===== config.mk =====
export PLATFORM = sky130hd
export DESIGN_NAME = rw_scheduler_flat
export DESIGN_NICKNAME = d
export VERILOG_FILES = /design/src/rtl/rw_scheduler_if.sv /design/src/rtl/rw_scheduler.sv /design/src/flat_wrapper.sv
export SDC_FILE = /design/constraint.sdc
export NUM_CORES = 1
export LEC_CHECK = 0
export ABC_AREA = 1
export BUFFER_PORTS_ARGS = -buffer_cell sky130_fd_sc_hd__buf_2
export CORE_MARGIN = 5
export CORE_UTILIZATION = 44
export CTS_BUF_LIST = sky130_fd_sc_hd__clkbuf_4
export DETAILED_ROUTE_END_ITERATION = 7
export PLACE_DENSITY = 0.82
export SYNTH_ARGS = -nofsm -noshare
export SYNTH_HDL_FRONTEND = slang
export SYNTH_SLANG_ARGS = --single-unit
export TNS_END_PERCENT = 50

===== constraint.sdc =====
create_clock -name clk -period 1.9 [get_ports clk]
set_input_delay 0.19 -clock clk [delete_from_list [all_inputs] [get_ports clk]]
set_output_delay 0.19 -clock clk [all_outputs]
set_load 0.02 [all_outputs]

===== src/rtl/rw_scheduler_if.sv =====
// rw_scheduler_if: groups the queue-status inputs and the command/pop outputs of rw_scheduler.
// Latency: none, wires only.
// Backpressure: ready travels from the downstream address pipeline to the scheduler.
// Ports: master = scheduler view (status in, commands out); slave = queue/pipeline view.
interface rw_scheduler_if #(
  parameter int ADDR_W = 32,
  parameter int CNT_W  = 5
);
  logic              rd_mt;
  logic              wr_mt;
  logic [CNT_W-1:0]  wr_cnt;
  logic [ADDR_W-1:0] rd_adrs;
  logic [ADDR_W-1:0] wr_adrs;
  logic              ready;
  logic              rd_ld;
  logic              wr_ld;
  logic              cmd_valid;
  logic              cmd_op;
  logic [ADDR_W-1:0] cmd_adrs;
  logic              turn_busy;

  modport master (
    input  rd_mt, wr_mt, wr_cnt, rd_adrs, wr_adrs, ready,
    output rd_ld, wr_ld, cmd_valid, cmd_op, cmd_adrs, turn_busy
  );

  modport slave (
    output rd_mt, wr_mt, wr_cnt, rd_adrs, wr_adrs, ready,
    input  rd_ld, wr_ld, cmd_valid, cmd_op, cmd_adrs, turn_busy
  );
endinterface


===== src/rtl/rw_scheduler.sv =====
// rw_scheduler: picks read or write mode for a pair of request queues and issues one head address per command.
// Latency: a command appears one cycle after the deciding edge; direction changes add TURN_CYC turnaround cycles.
// Backpressure: ready=0 freezes issue and mode decisions; only the turnaround countdown keeps running.
// Ports: clk (rising edge), rst (async active-low), bus (rw_scheduler_if.master: status in, commands out).
// Optional: define RW_STARVE_GUARD_EN to force a write turn after STARVE_MAX consecutive reads while writes wait.
module rw_scheduler #(
  parameter int ADDR_W     = 32,
  parameter int CNT_W      = 5,
  parameter int WR_HI_WM   = 12,
  parameter int WR_LO_WM   = 4,
  parameter int TURN_CYC   = 3,
  parameter int STARVE_MAX = 8
) (
  input logic           clk,
  input logic           rst,
  rw_scheduler_if.master bus
);

  typedef enum logic [1:0] {IDLE, READ, WRITE, TURN} state_t;

  localparam logic [CNT_W-1:0] HI_WM = CNT_W'(WR_HI_WM);
  localparam logic [CNT_W-1:0] LO_WM = CNT_W'(WR_LO_WM);
  localparam int               TC_W  = (TURN_CYC > 1) ? $clog2(TURN_CYC) : 1;

  // Catch watermark inversion and degenerate limits at elaboration.
  if (WR_LO_WM >= WR_HI_WM || TURN_CYC < 1 || STARVE_MAX < 1) begin : g_cfg_check
    $error("rw_scheduler: illegal watermark, turnaround or starvation configuration");
  end

  state_t            state;
  logic              target;    // direction to enter once TURN finishes (1 = write)
  logic              last_op;
  logic [TC_W-1:0]   turn_cnt;
  logic              rd_ld_q, wr_ld_q, cmd_valid_q, cmd_op_q, turn_busy_q;
  logic [ADDR_W-1:0] cmd_adrs_q;

  logic hi_hit, lo_hit, both_mt, starve_hit, rd_leave, wr_leave, idle_wr;
  logic go, go_dir, go_idle, issue;

`ifdef RW_STARVE_GUARD_EN
  localparam int SC_W = $clog2(STARVE_MAX + 1);
  logic [SC_W-1:0] starve_cnt;
  assign starve_hit = !bus.wr_mt && (starve_cnt >= SC_W'(STARVE_MAX));
`else
  assign starve_hit = 1'b0;
`endif

  assign hi_hit   = (bus.wr_cnt >= HI_WM);
  assign lo_hit   = (bus.wr_cnt <= LO_WM);
  assign both_mt  = bus.rd_mt && bus.wr_mt;
  assign rd_leave = hi_hit || (bus.rd_mt && !bus.wr_mt) || starve_hit;
  assign wr_leave = bus.wr_mt || (lo_hit && !bus.rd_mt);
  assign idle_wr  = !bus.wr_mt && (bus.rd_mt || hi_hit);

  // Decisions for this edge. The cycle after an issue (cmd_valid high) is a dead
  // cycle: the queues are still popping, so their status is not trusted yet.
  // Exit conditions win over issue so a hot read stream cannot hold off a drain.
  always_comb begin
    go      = 1'b0;
    go_dir  = 1'b0;
    go_idle = 1'b0;
    issue   = 1'b0;
    if (bus.ready) begin
      case (state)
        IDLE: begin
          if (idle_wr) begin
            go     = 1'b1;
            go_dir = 1'b1;
          end else if (!bus.rd_mt) begin
            go = 1'b1;
          end
        end
        READ: begin
          if (!cmd_valid_q) begin
            if (both_mt) begin
              go_idle = 1'b1;
            end else if (rd_leave) begin
              go     = 1'b1;
              go_dir = 1'b1;
            end else begin
              issue = 1'b1;
            end
          end
        end
        WRITE: begin
          if (!cmd_valid_q) begin
            if (both_mt) begin
              go_idle = 1'b1;
            end else if (wr_leave) begin
              go = 1'b1;
            end else begin
              issue = 1'b1;
            end
          end
        end
        default: ;
      endcase
    end
  end

  always_ff @(posedge clk or negedge rst) begin
    if (!rst) begin
      state       <= IDLE;
      target      <= 1'b0;
      last_op     <= 1'b0;
      turn_cnt    <= '0;
      rd_ld_q     <= 1'b0;
      wr_ld_q     <= 1'b0;
      cmd_valid_q <= 1'b0;
      cmd_op_q    <= 1'b0;
      cmd_adrs_q  <= '0;
      turn_busy_q <= 1'b0;
`ifdef RW_STARVE_GUARD_EN
      starve_cnt  <= '0;
`endif
    end else begin
      rd_ld_q     <= 1'b0;
      wr_ld_q     <= 1'b0;
      cmd_valid_q <= 1'b0;
      if (state == TURN) begin
        // Runs regardless of ready so the bus turnaround time stays fixed.
        if (turn_cnt == '0) begin
          state       <= target ? WRITE : READ;
          turn_busy_q <= 1'b0;
        end else begin
          turn_cnt <= turn_cnt - TC_W'(1);
        end
      end else if (go_idle) begin
        state <= IDLE;
      end else if (go) begin
        if (go_dir != last_op) begin
          state       <= TURN;
          target      <= go_dir;
          turn_cnt    <= TC_W'(TURN_CYC - 1);
          turn_busy_q <= 1'b1;
        end else begin
          state <= go_dir ? WRITE : READ;
        end
      end else if (issue) begin
        cmd_valid_q <= 1'b1;
        cmd_op_q    <= (state == WRITE);
        last_op     <= (state == WRITE);
        cmd_adrs_q  <= (state == WRITE) ? bus.wr_adrs : bus.rd_adrs;
        rd_ld_q     <= (state == READ);
        wr_ld_q     <= (state == WRITE);
      end
`ifdef RW_STARVE_GUARD_EN
      // Counts reads issued while writes sit waiting; saturates at the limit.
      if (bus.ready) begin
        if (bus.wr_mt) begin
          starve_cnt <= '0;
        end else if (issue && state == WRITE) begin
          starve_cnt <= '0;
        end else if (issue && state == READ && starve_cnt != SC_W'(STARVE_MAX)) begin
          starve_cnt <= starve_cnt + SC_W'(1);
        end
      end
`endif
    end
  end

  assign bus.rd_ld     = rd_ld_q;
  assign bus.wr_ld     = wr_ld_q;
  assign bus.cmd_valid = cmd_valid_q;
  assign bus.cmd_op    = cmd_op_q;
  assign bus.cmd_adrs  = cmd_adrs_q;
  assign bus.turn_busy = turn_busy_q;

endmodule


===== src/flat_wrapper.sv =====
// flat-port wrapper written by rule: the top's interface ports become plain ports
module rw_scheduler_flat 
#(
  parameter int ADDR_W     = 32,
  parameter int CNT_W      = 5,
  parameter int WR_HI_WM   = 12,
  parameter int WR_LO_WM   = 4,
  parameter int TURN_CYC   = 3,
  parameter int STARVE_MAX = 8
)
  (clk, rst, bus_rd_mt, bus_wr_mt, bus_wr_cnt, bus_rd_adrs, bus_wr_adrs, bus_ready, bus_rd_ld, bus_wr_ld, bus_cmd_valid, bus_cmd_op, bus_cmd_adrs, bus_turn_busy);
  rw_scheduler_if #(.ADDR_W(ADDR_W), .CNT_W(CNT_W)) bus_i ();
  input logic clk;
  input logic rst;
  input wire logic [$bits(bus_i.rd_mt)-1:0] bus_rd_mt;
  input wire logic [$bits(bus_i.wr_mt)-1:0] bus_wr_mt;
  input wire logic [$bits(bus_i.wr_cnt)-1:0] bus_wr_cnt;
  input wire logic [$bits(bus_i.rd_adrs)-1:0] bus_rd_adrs;
  input wire logic [$bits(bus_i.wr_adrs)-1:0] bus_wr_adrs;
  input wire logic [$bits(bus_i.ready)-1:0] bus_ready;
  output wire logic [$bits(bus_i.rd_ld)-1:0] bus_rd_ld;
  output wire logic [$bits(bus_i.wr_ld)-1:0] bus_wr_ld;
  output wire logic [$bits(bus_i.cmd_valid)-1:0] bus_cmd_valid;
  output wire logic [$bits(bus_i.cmd_op)-1:0] bus_cmd_op;
  output wire logic [$bits(bus_i.cmd_adrs)-1:0] bus_cmd_adrs;
  output wire logic [$bits(bus_i.turn_busy)-1:0] bus_turn_busy;
  assign bus_i.rd_mt = bus_rd_mt;
  assign bus_i.wr_mt = bus_wr_mt;
  assign bus_i.wr_cnt = bus_wr_cnt;
  assign bus_i.rd_adrs = bus_rd_adrs;
  assign bus_i.wr_adrs = bus_wr_adrs;
  assign bus_i.ready = bus_ready;
  assign bus_rd_ld = bus_i.rd_ld;
  assign bus_wr_ld = bus_i.wr_ld;
  assign bus_cmd_valid = bus_i.cmd_valid;
  assign bus_cmd_op = bus_i.cmd_op;
  assign bus_cmd_adrs = bus_i.cmd_adrs;
  assign bus_turn_busy = bus_i.turn_busy;
  rw_scheduler #(.ADDR_W(ADDR_W), .CNT_W(CNT_W), .WR_HI_WM(WR_HI_WM), .WR_LO_WM(WR_LO_WM), .TURN_CYC(TURN_CYC), .STARVE_MAX(STARVE_MAX)) u_core (.clk(clk), .rst(rst), .bus(bus_i));
endmodule

After elaboration in Yosys (flattened, before gate mapping)
Cells that the tools add are included.
Operators by class
  reduce and logical (&&, ||, !) cells: 20
  eq/ne operators: 7
  add/subtract/negate cells: 1
  bitwise gates (word level): 3
  mux-type cells: 55
  order comparisons: 2
Operators with widths (number)
  1-bit two-way mux: 39
  32-bit two-way mux: 1
  2-bit two-way mux: 12
  4-bit AND reduction: 4
  2-bit inequality test, second input constant: 3
  5-bit by 4-bit >= comparator with 1-bit output, second input constant: 1
  5-bit by 3-bit <= comparator with 1-bit output, second input constant: 1
  2-bit equality test, second input constant: 2
  1-bit logical AND: 4
  2-bit logical NOT: 2
  1-bit case mux with 2 select lines: 2
  2-bit nonzero test: 2
  1-bit logical OR: 3
  1-bit NOT: 3
  1-bit case mux with 3 select lines: 1
  3-bit nonzero test: 1
  2-bit by 1-bit equality test with 1-bit output, second input constant: 1
  1-bit logical NOT: 2
  2-bit AND reduction: 1
  2-bit OR reduction: 1
  2-bit by 1-bit subtractor with 2-bit output, second input constant: 1
  1-bit inequality test: 1
Word-level totals
  input port bits: 74
  flip-flop bits (word level): 42

Logic depth before layout (Yosys ltp)
Gate-level depths: netlist of run 1.
  word-level depth: 13
  mapped depth: 13
  mapped depth without buffers: 13

Worst setup path after synthesis of run 1
Ideal clock, no wire load.
  path kind: reg2reg
  start: reg u_core.state[1]
  end: reg u_core.turn_cnt[1]
  required time: 1.783 ns
  setup slack: 0.097 ns
  setup time: 0.117 ns
  clock period less this slack: 1.803 ns
  data arrival time: 1.687 ns
  cell stages (with the launch flop): 14
  path through: dfrtp_1 -> inv_1 -> ha_1 -> inv_1 -> nor2_1 -> a22o_1 -> nand2_1 -> nor2_1 -> inv_1 -> ha_1 -> nand3_1 -> nand2_1 -> nand2_1 -> nand2_1
On the way
  word-level cells in the longest chain between the ends: 6
  elaborated cells between the ends (all ways): 18
RTL lines
  start, declared: line rw_scheduler.sv:30  | state_t state;
  start signal, assigned: line rw_scheduler.sv:123  | state <= target ? WRITE : READ;
  start signal, assigned: line rw_scheduler.sv:137  | state <= go_dir ? WRITE : READ;
  2-bit by 1-bit equality test with 1-bit output / 2-bit logical NOT (equally long branches): line rw_scheduler.sv:64  | case (state)
  1-bit case mux with 2 select lines (*): line rw_scheduler.sv:64
  1-bit two-way mux (*): line rw_scheduler.sv:63  | if (bus.ready) begin
  named net u_core.go_dir: line rw_scheduler.sv:38  | logic go, go_dir, go_idle, issue;
  1-bit inequality test (*): line rw_scheduler.sv:131  | if (go_dir != last_op) begin
  2-bit nonzero test (no line) (*)
  4-bit AND reduction (no line) (*)
  end signal, assigned: line rw_scheduler.sv:126  | turn_cnt <= turn_cnt - TC_W'(1);
  end signal, assigned: line rw_scheduler.sv:134  | turn_cnt <= TC_W'(TURN_CYC - 1);
  end, declared: line rw_scheduler.sv:33  | logic [TC_W-1:0] turn_cnt;
The timed path passes the listed nets; every way through them passes the cells marked *.
A chain may end at the register's enable or synchronous reset.

Worst setup path after layout of run 1
  start: reg u_core.state[1]
  end: reg u_core.target
On the way
  elaborated cells between the ends (all ways): 15
RTL lines
  2-bit by 1-bit equality test with 1-bit output / 2-bit logical NOT (equally long branches): line rw_scheduler.sv:64
  1-bit case mux with 2 select lines (*): line rw_scheduler.sv:64
  1-bit two-way mux (*): line rw_scheduler.sv:63
  named net u_core.go_dir: line rw_scheduler.sv:38
  1-bit inequality test: line rw_scheduler.sv:131
  4-bit AND reduction (no line)
  end signal, assigned: line rw_scheduler.sv:133  | target <= go_dir;
  end, declared: line rw_scheduler.sv:31  | logic target;
Marked as above.

==> impl_metrics.yaml, run 1 <==
outcome:
  run_status: "completed"
route:
  vias: 2523
  drt_wl_total_mm: 6.94
  viasPerCell: 4.87
  route.antenna.remaining_nets: 0
  drtPass1Iterations: 4
  detail_route.drc_violations: 0
  detail_route.iter0.violations: 73
  post_detailed_route_wirelength_per_cell_um: 13.4
timing:
  finalHoldWorstSlack_ns: 0.153
  finalHoldViolCount: 0
  slew_headroom_pct: 37.9
  fmaxAchievable_ghz: 0.534
  timing.final.crit_share_pct: 98.6
  finalSetupTns_ns: 0
  timing_max_transition_violations_final: 0
  tightestPinTransition_ns: 0.931
  timing.final.crit_period_ns: 1.87
  finalSetupViolCount: 0
  finClkSkew_ns: 0.0107
cts:
  cts_sinks: 42
  clk_pin_slew_worst_paths_ns: 0.14
  clock_latency_reported_for_the_late_side_of_the_worst_skew_pair_ns: 0.36
  clock-root-buffer: "sky130_fd_sc_hd__clkbuf_4"
  tritoncts: "done"
  cts_made_buffers: 5
  htree_num_levels: 2
  clock_tree.buffer_depth: 2
cells_and_area:
  final_cell_mix: "sky130_fd_sc_hd__nand2_1, sky130_fd_sc_hd__buf_2, sky130_fd_sc_hd__dfrtp_1, sky130_fd_sc_hd__nand4_1, sky130_fd_sc_hd__inv_1"
  flow.area_growth_from_synthesis_pct: 35.7
  design.final.nets: 528
  filler_cell_count: 483
  final_common_cell: "sky130_fd_sc_hd__nand2_1"
  multiInputGateArea_sq_mm: 0.00124
  ff_latch_area_sq_mm: 0.00105
  final_layout_size_suffix_gt1_share_pct: 34.2
  diodes: 0
  post_layout_instance_area_sq_mm: 0.00322
grt:
  grt_first_pass_wirelength_mm: 11.3
  grt_remaining_overflow: 0
  grt_antenna_before_repair: 0
  vias_in_the_first_global_route: 2481
  grt_max_degree: 43
  groute.usage.overall_pct: 19.5
synthesis:
  synth_seq_cells: 42
  synth_sequential_area_ratio_pct: 44.2
  synth.lib_cells_used.distinct: 20
  synthesis.area_per_instance_sq_um: 7.05
  netlist_instances: 337
  ys_warn_count: 0
  mappedNetlistArea_sq_mm: 0.00238
  synth_fp_nets: 418
place:
  port_buffers: 110
  globalplace.congestion: 0.854
  dp.final_hpwl_mm: 4.88
  place_area_sq_mm: 0.00303
floorplan:
  die_y_um: 83.5
  io_pins: 111
  initial_utilization_pct: 45.9
  fp.dieW_um: 83.5
  die-area_sq_mm: 0.00697
  fp.coreArea_sq_mm: 0.00517
  std_cell_rows: 26
power:
  pwr_cell_area_mw_per_mm2: 1290
  pwr-share-clk_pct: 14.4
  intPower_w: 0.00226
  report.power.total_w: 0.00415
  power.combinational.fraction_pct: 50.9
  leakage_nw: 1.95
  vdd_ir_drop_max_uv: 601
  swShare_pct: 45.5
  p_switching_w: 0.00189
  pwr-share-seq_pct: 34.7
setup_path:
  timing_worst_setup_path_type: "reg -> reg"
  rr_worst_depth: 11
  end_kind: "flop"
  critical_path_launch_point_type: "flop"
  r2r_start: "u_core.state[1]"
  crit_arrival_ns: 2.12
  worst-r2r-setup-slack_ns: 0.03
  worstPathRequired_ns: 2.15
  worst_r2r_endpoint: "u_core.target"
  crit_path_max_fanout: 6
hold_path:
  hp-start: "bus_rd_adrs[25]"
  hold_end: "u_core.bus.cmd_adrs[25]"
  hold_class: "in -> reg"
  hold-path-cell-count: 5
run:
  max-cap-violations: 0
==> flip-flops by register name (all words and copies together), names as in the netlist <==
| register | cells |
|---|---|
| u_core.bus.cmd_op | 1 |
| u_core.state | 2 |
| u_core.bus.cmd_valid | 1 |
| u_core.target | 1 |
| u_core.bus.cmd_adrs | 32 |
| u_core.bus.wr_ld | 1 |
| u_core.bus.rd_ld | 1 |
| u_core.bus.turn_busy | 1 |
| u_core.turn_cnt | 2 |
==> synthesized netlist by cell type <==
cell type	number	share of area (%)
sky130_fd_sc_hd__nand2_1	191	30
sky130_fd_sc_hd__dfrtp_1	42	44
sky130_fd_sc_hd__nand4_1	33	8.7
sky130_fd_sc_hd__inv_1	16	2.5
sky130_fd_sc_hd__clkbuf_1	8	1.3
sky130_fd_sc_hd__nand3_1	8	1.7
sky130_fd_sc_hd__nor2_1	8	1.3
sky130_fd_sc_hd__buf_2	7	1.5
sky130_fd_sc_hd__ha_1	7	3.7
sky130_fd_sc_hd__buf_4	3	0.95
sky130_fd_sc_hd__o21ai_0	3	0.63
sky130_fd_sc_hd__buf_1	2	0.32
sky130_fd_sc_hd__inv_2	2	0.32
sky130_fd_sc_hd__a21oi_1	1	0.21
sky130_fd_sc_hd__a21oi_4	1	0.68
sky130_fd_sc_hd__a22o_1	1	0.37
sky130_fd_sc_hd__nand2_2	1	0.26
sky130_fd_sc_hd__nand3_4	1	0.74
sky130_fd_sc_hd__o22ai_1	1	0.26
sky130_fd_sc_hd__or2_2	1	0.26
==> power by group through the flow <==
stage                     Clock, W  Combinational [W]  Sequential, W
after floorplan                  0           0.000893        0.00177
after CTS                 0.000604            0.00196        0.00142
after global routing      0.000650            0.00235        0.00147
after detailed placement         0            0.00194        0.00143
after global placement           0            0.00188        0.00143
final                     0.000599            0.00211        0.00144
==> area by class of cell <==
cell class | count | share of cell area, %
multi-input cells | 257 | 38.5
flip-flops and latches | 42 | 32.6
repair buffers | 123 | 21.4
well taps | 70 | 2.72
inverters | 18 | 2.10
clock buffers | 6 | 1.40
clock inverters | 2 | 1.16
==> worst max-delay path, cell delays in order (launching register included) <==
cell                      delay, ns
sky130_fd_sc_hd__dfrtp_1       0.42
sky130_fd_sc_hd__inv_2         0.08
sky130_fd_sc_hd__buf_4         0.11
sky130_fd_sc_hd__ha_1          0.17
sky130_fd_sc_hd__a22o_1        0.16
sky130_fd_sc_hd__nand2_1       0.07
sky130_fd_sc_hd__nor2_2        0.16
sky130_fd_sc_hd__inv_2         0.07
sky130_fd_sc_hd__ha_4          0.27
sky130_fd_sc_hd__nand3_4       0.11
sky130_fd_sc_hd__nand2_2       0.08
sky130_fd_sc_hd__o21ai_0       0.07
==> worst max path at each step <==
| stage | to | start | slack [ns] | cells after the start |
|---|---|---|---|---|
| final | u_core.target | u_core.state[1] | 0.03 | 11 |
| after global routing | u_core.target | u_core.state[1] | -0.07 | 11 |
| after global placement | u_core.turn_cnt[0] | u_core.state[1] | 0.07 | 13 |
| after floorplan | u_core.turn_cnt[1] | u_core.state[1] | 0.1 | 13 |
| after CTS | u_core.turn_cnt[0] | u_core.state[1] | 0.005 | 13 |
| after detailed placement | u_core.turn_cnt[0] | u_core.state[1] | -0.05 | 13 |
==> routing by layer <==
layer | part of all wire (%) | GRT usage (%) | vias up
li1 | - | - | 1289
met1 | 43 | 23.6 | 1133
met2 | 49 | 34.3 | 93
met3 | 6.9 | 6.02 | 8
met4 | 1.0 | 3.95 | 0
met5 | 0 | 0 | -
==> logic make-up after synthesis <==
kind of cell / share of synthesized area, %
and+or+nand+nor: 43.1
DFF: 44.2
buffers and inverters: 6.85
AOI/OAI and AO/OA: 2.16
adders and majority gates: 3.69
==> through the flow <==
step / cells / worst slack [ns] / util, %
6_report: 518 / 0.0268 / 62.3
5_1_grt: 518 / -0.0707 / 62.3
4_1_cts: 517 / 0.00490 / 60.4
3_5_place_dp: 508 / -0.0499 / 58.5
3_3_place_gp: 508 / 0.0716 / 58.5
2_1_floorplan: 337 / 0.0967 / -
==> repair_timing <==
item / in CTS / in global routing
setup buffers: 0 / 1
endpoints found under the setup margin: 3 / 40
pin swaps: 0 / 7
gates cloned: 0 / 0
hold endpoints to repair: 42 / 0
gates resized for setup: 1 / 25
hold buffers: 1 / 0
(Power assumes the default switching activity.)
==> run 2, diff against run 1 <==
--- a/config.mk
+++ b/config.mk
@@ -8,10 +8,10 @@
 export ABC_AREA = 1
 export BUFFER_PORTS_ARGS = -buffer_cell sky130_fd_sc_hd__buf_2
 export CORE_MARGIN = 5
-export CORE_UTILIZATION = 44
+export CORE_UTILIZATION = 28
 export CTS_BUF_LIST = sky130_fd_sc_hd__clkbuf_4
 export DETAILED_ROUTE_END_ITERATION = 7
-export PLACE_DENSITY = 0.82
+export PLACE_DENSITY = 0.58
 export SYNTH_ARGS = -nofsm -noshare
 export SYNTH_HDL_FRONTEND = slang
 export SYNTH_SLANG_ARGS = --single-unit
==> run 2 against run 1 <==
  * Via count is 1.3% lower
  * Cell area grew 2.2%
  * Die area increased by 50%
  * Critical endpoint is now u_core.turn_cnt[0]
  * Combinational power about the same
  * Hold slack improved by 0.013 ns
  * Wire length up 4.2%
  * First-iteration DRC count is 6.8% higher
==> impl_metrics.yaml, run 2 (synthesis results as in run 1) <==
power:
  p_switching_w: 0.00188
  swShare_pct: 45.4
  pwr-share-clk_pct: 14.2
  pwr-share-seq_pct: 34.2
  vdd_ir_drop_max_uv: 422
  pwr_cell_area_mw_per_mm2: 1260
  power.combinational.fraction_pct: 51.5
  leakage_nw: 1.96
  intPower_w: 0.00226
grt:
  groute.usage.overall_pct: 14.3
  grt_max_degree: 34
  grt_antenna_before_repair: 0
  vias_in_the_first_global_route: 2548
  grt_first_pass_wirelength_mm: 11.9
  grt_remaining_overflow: 0
cells_and_area:
  final_layout_size_suffix_gt1_share_pct: 34.3
  post_layout_instance_area_sq_mm: 0.00329
  final_common_cell: "sky130_fd_sc_hd__nand2_1"
  diodes: 0
  filler_cell_count: 894
  flow.area_growth_from_synthesis_pct: 38.6
  design.final.nets: 532
  utilization_pct: 39.9
  final_cell_mix: "sky130_fd_sc_hd__nand2_1, sky130_fd_sc_hd__buf_2, sky130_fd_sc_hd__dfrtp_1, sky130_fd_sc_hd__nand4_1, sky130_fd_sc_hd__inv_1"
  max_reg_flops: 32
route:
  drtPass1Iterations: 4
  detail_route.iter0.violations: 78
  post_detailed_route_wirelength_per_cell_um: 13.0
  drt_wl_total_mm: 7.23
  vias: 2489
  viasPerCell: 4.47
  route.antenna.remaining_nets: 0
  detail_route.drc_violations: 0
timing:
  unrepaired_setup_endpoints_after_global_routing: "yes"
  timing_max_transition_violations_final: 0
  finClkSkew_ns: 0.00648
  tightestPinTransition_ns: 0.558
  finalSetupTns_ns: 0
  timing.final.crit_share_pct: 95.3
  finalHoldViolCount: 0
  slew_headroom_pct: 62.8
  fmaxAchievable_ghz: 0.552
  timing.final.crit_period_ns: 1.81
  finalSetupViolCount: 0
setup_path:
  crit_arrival_ns: 2.07
  critPathLaunch: "u_core.state[1]"
  worstPathRequired_ns: 2.16
  worst-r2r-setup-slack_ns: 0.09
  setup.worst_path.end: "u_core.turn_cnt[0]"
  timing_worst_setup_path_type: "reg -> reg"
  end_kind: "flop"
  r2r_start: "u_core.state[1]"
  critical_path_launch_point_type: "flop"
  worst_r2r_endpoint: "u_core.turn_cnt[0]"
  crit_path_max_fanout: 6
  rr_worst_depth: 12
cts:
  htree_num_levels: 2
  tritoncts: "done"
  clk_pin_slew_worst_paths_ns: 0.14
  cts_made_buffers: 5
  clock_latency_reported_for_the_late_side_of_the_worst_skew_pair_ns: 0.35
  cts_sinks: 42
  clock_tree.buffer_depth: 2
  clock-root-buffer: "sky130_fd_sc_hd__clkbuf_4"
floorplan:
  initial_utilization_pct: 28.8
  fp.coreArea_sq_mm: 0.00826
  die-area_sq_mm: 0.0104
  fp.dieW_um: 102
  die_y_um: 102
  std_cell_rows: 33
  io_pins: 111
run:
  max-cap-violations: 0
outcome:
  run_status: "completed"
place:
  place_area_sq_mm: 0.00311
  dp.final_hpwl_mm: 5.39
  globalplace.congestion: 0.785
  port_buffers: 110
hold_path:
  hold_class: "in -> reg"
==> run 2: what timing repair did <==
action | 4_1_cts | 5_1_grt
hold endpoints to repair | 22 | 0
buffers inserted | 0 | 2
pin swaps | 0 | 2
hold buffers | 1 | 0
gates resized for setup | 1 | 22
setup endpoints to repair | 3 | 41
==> run 2: metal layers <==
metal | vias to the layer above | routed length, um | GRT usage [%]
met2 | 73 | 3600 | 24.5
met5 | - | 0 | 0
met3 | 4 | 504 | 3.62
met4 | 0 | 38 | 2.72
li1 | 1300 | - | -
met1 | 1112 | 3090 | 18.3
==> run 2: worst min path at each step <==
stage                    start                      end  slack, ns  cells past startpoint
6_report       bus_rd_adrs[22]  u_core.bus.cmd_adrs[22]       0.17                      5
5_1_grt        bus_rd_adrs[23]  u_core.bus.cmd_adrs[23]       0.17                      5
4_1_cts        bus_rd_adrs[22]  u_core.bus.cmd_adrs[22]       0.15                      5
3_5_place_dp               rst            u_core.target       0.21                      1
3_3_place_gp               rst            u_core.target       0.20                      1
2_1_floorplan              rst   u_core.bus.cmd_adrs[0]      -0.11                      0
==> run 2: final cells by class <==
type | count | area [sq um] | share of cell area (%)
multi-input cells | 257 | 1230 | 37.3
flip-flops and latches | 42 | 1050 | 31.9
repair buffers | 127 | 726 | 22.0
well taps | 105 | 131 | 3.99
inverters | 18 | 72.6 | 2.20
clock inverters | 3 | 45.0 | 1.37
clock buffers | 5 | 37.5 | 1.14
==> run 2: worst max-delay path, cell delays in order, from the launching register on <==
cell and delay (ns):
sky130_fd_sc_hd__dfrtp_1 0.40, sky130_fd_sc_hd__inv_1 0.08, sky130_fd_sc_hd__ha_2 0.18, sky130_fd_sc_hd__inv_1 0.06
sky130_fd_sc_hd__nor2_2 0.10, sky130_fd_sc_hd__a22o_1 0.13, sky130_fd_sc_hd__nand2_1 0.06, sky130_fd_sc_hd__nor2_2 0.13
sky130_fd_sc_hd__inv_2 0.07, sky130_fd_sc_hd__ha_4 0.27, sky130_fd_sc_hd__nand3_4 0.10, sky130_fd_sc_hd__nand3_1 0.09
sky130_fd_sc_hd__nand2_1 0.06
==> run 2: power groups by stage <==
stage / Combinational (W) / Sequential, W / Clock (W)
detailed placement: 0.00200 / 0.00144 / 0
CTS: 0.00202 / 0.00142 / 0.000608
global placement: 0.00195 / 0.00144 / 0
finish: 0.00214 / 0.00142 / 0.000590
floorplan: 0.000893 / 0.00177 / 0
global route: 0.00238 / 0.00146 / 0.000646
==> run 2: metrics by stage <==
stage,worst slack (ns),cells,total power [W],hold WS [ns]
after CTS,0.00923,555,0.00405,0.149
after floorplan,0.0967,337,0.00266,-0.106
final,0.0898,557,0.00414,0.166
after global placement,0.0514,546,0.00339,0.204
after global routing,-0.0284,557,0.00449,0.172
after detailed placement,-0.0569,546,0.00344,0.207
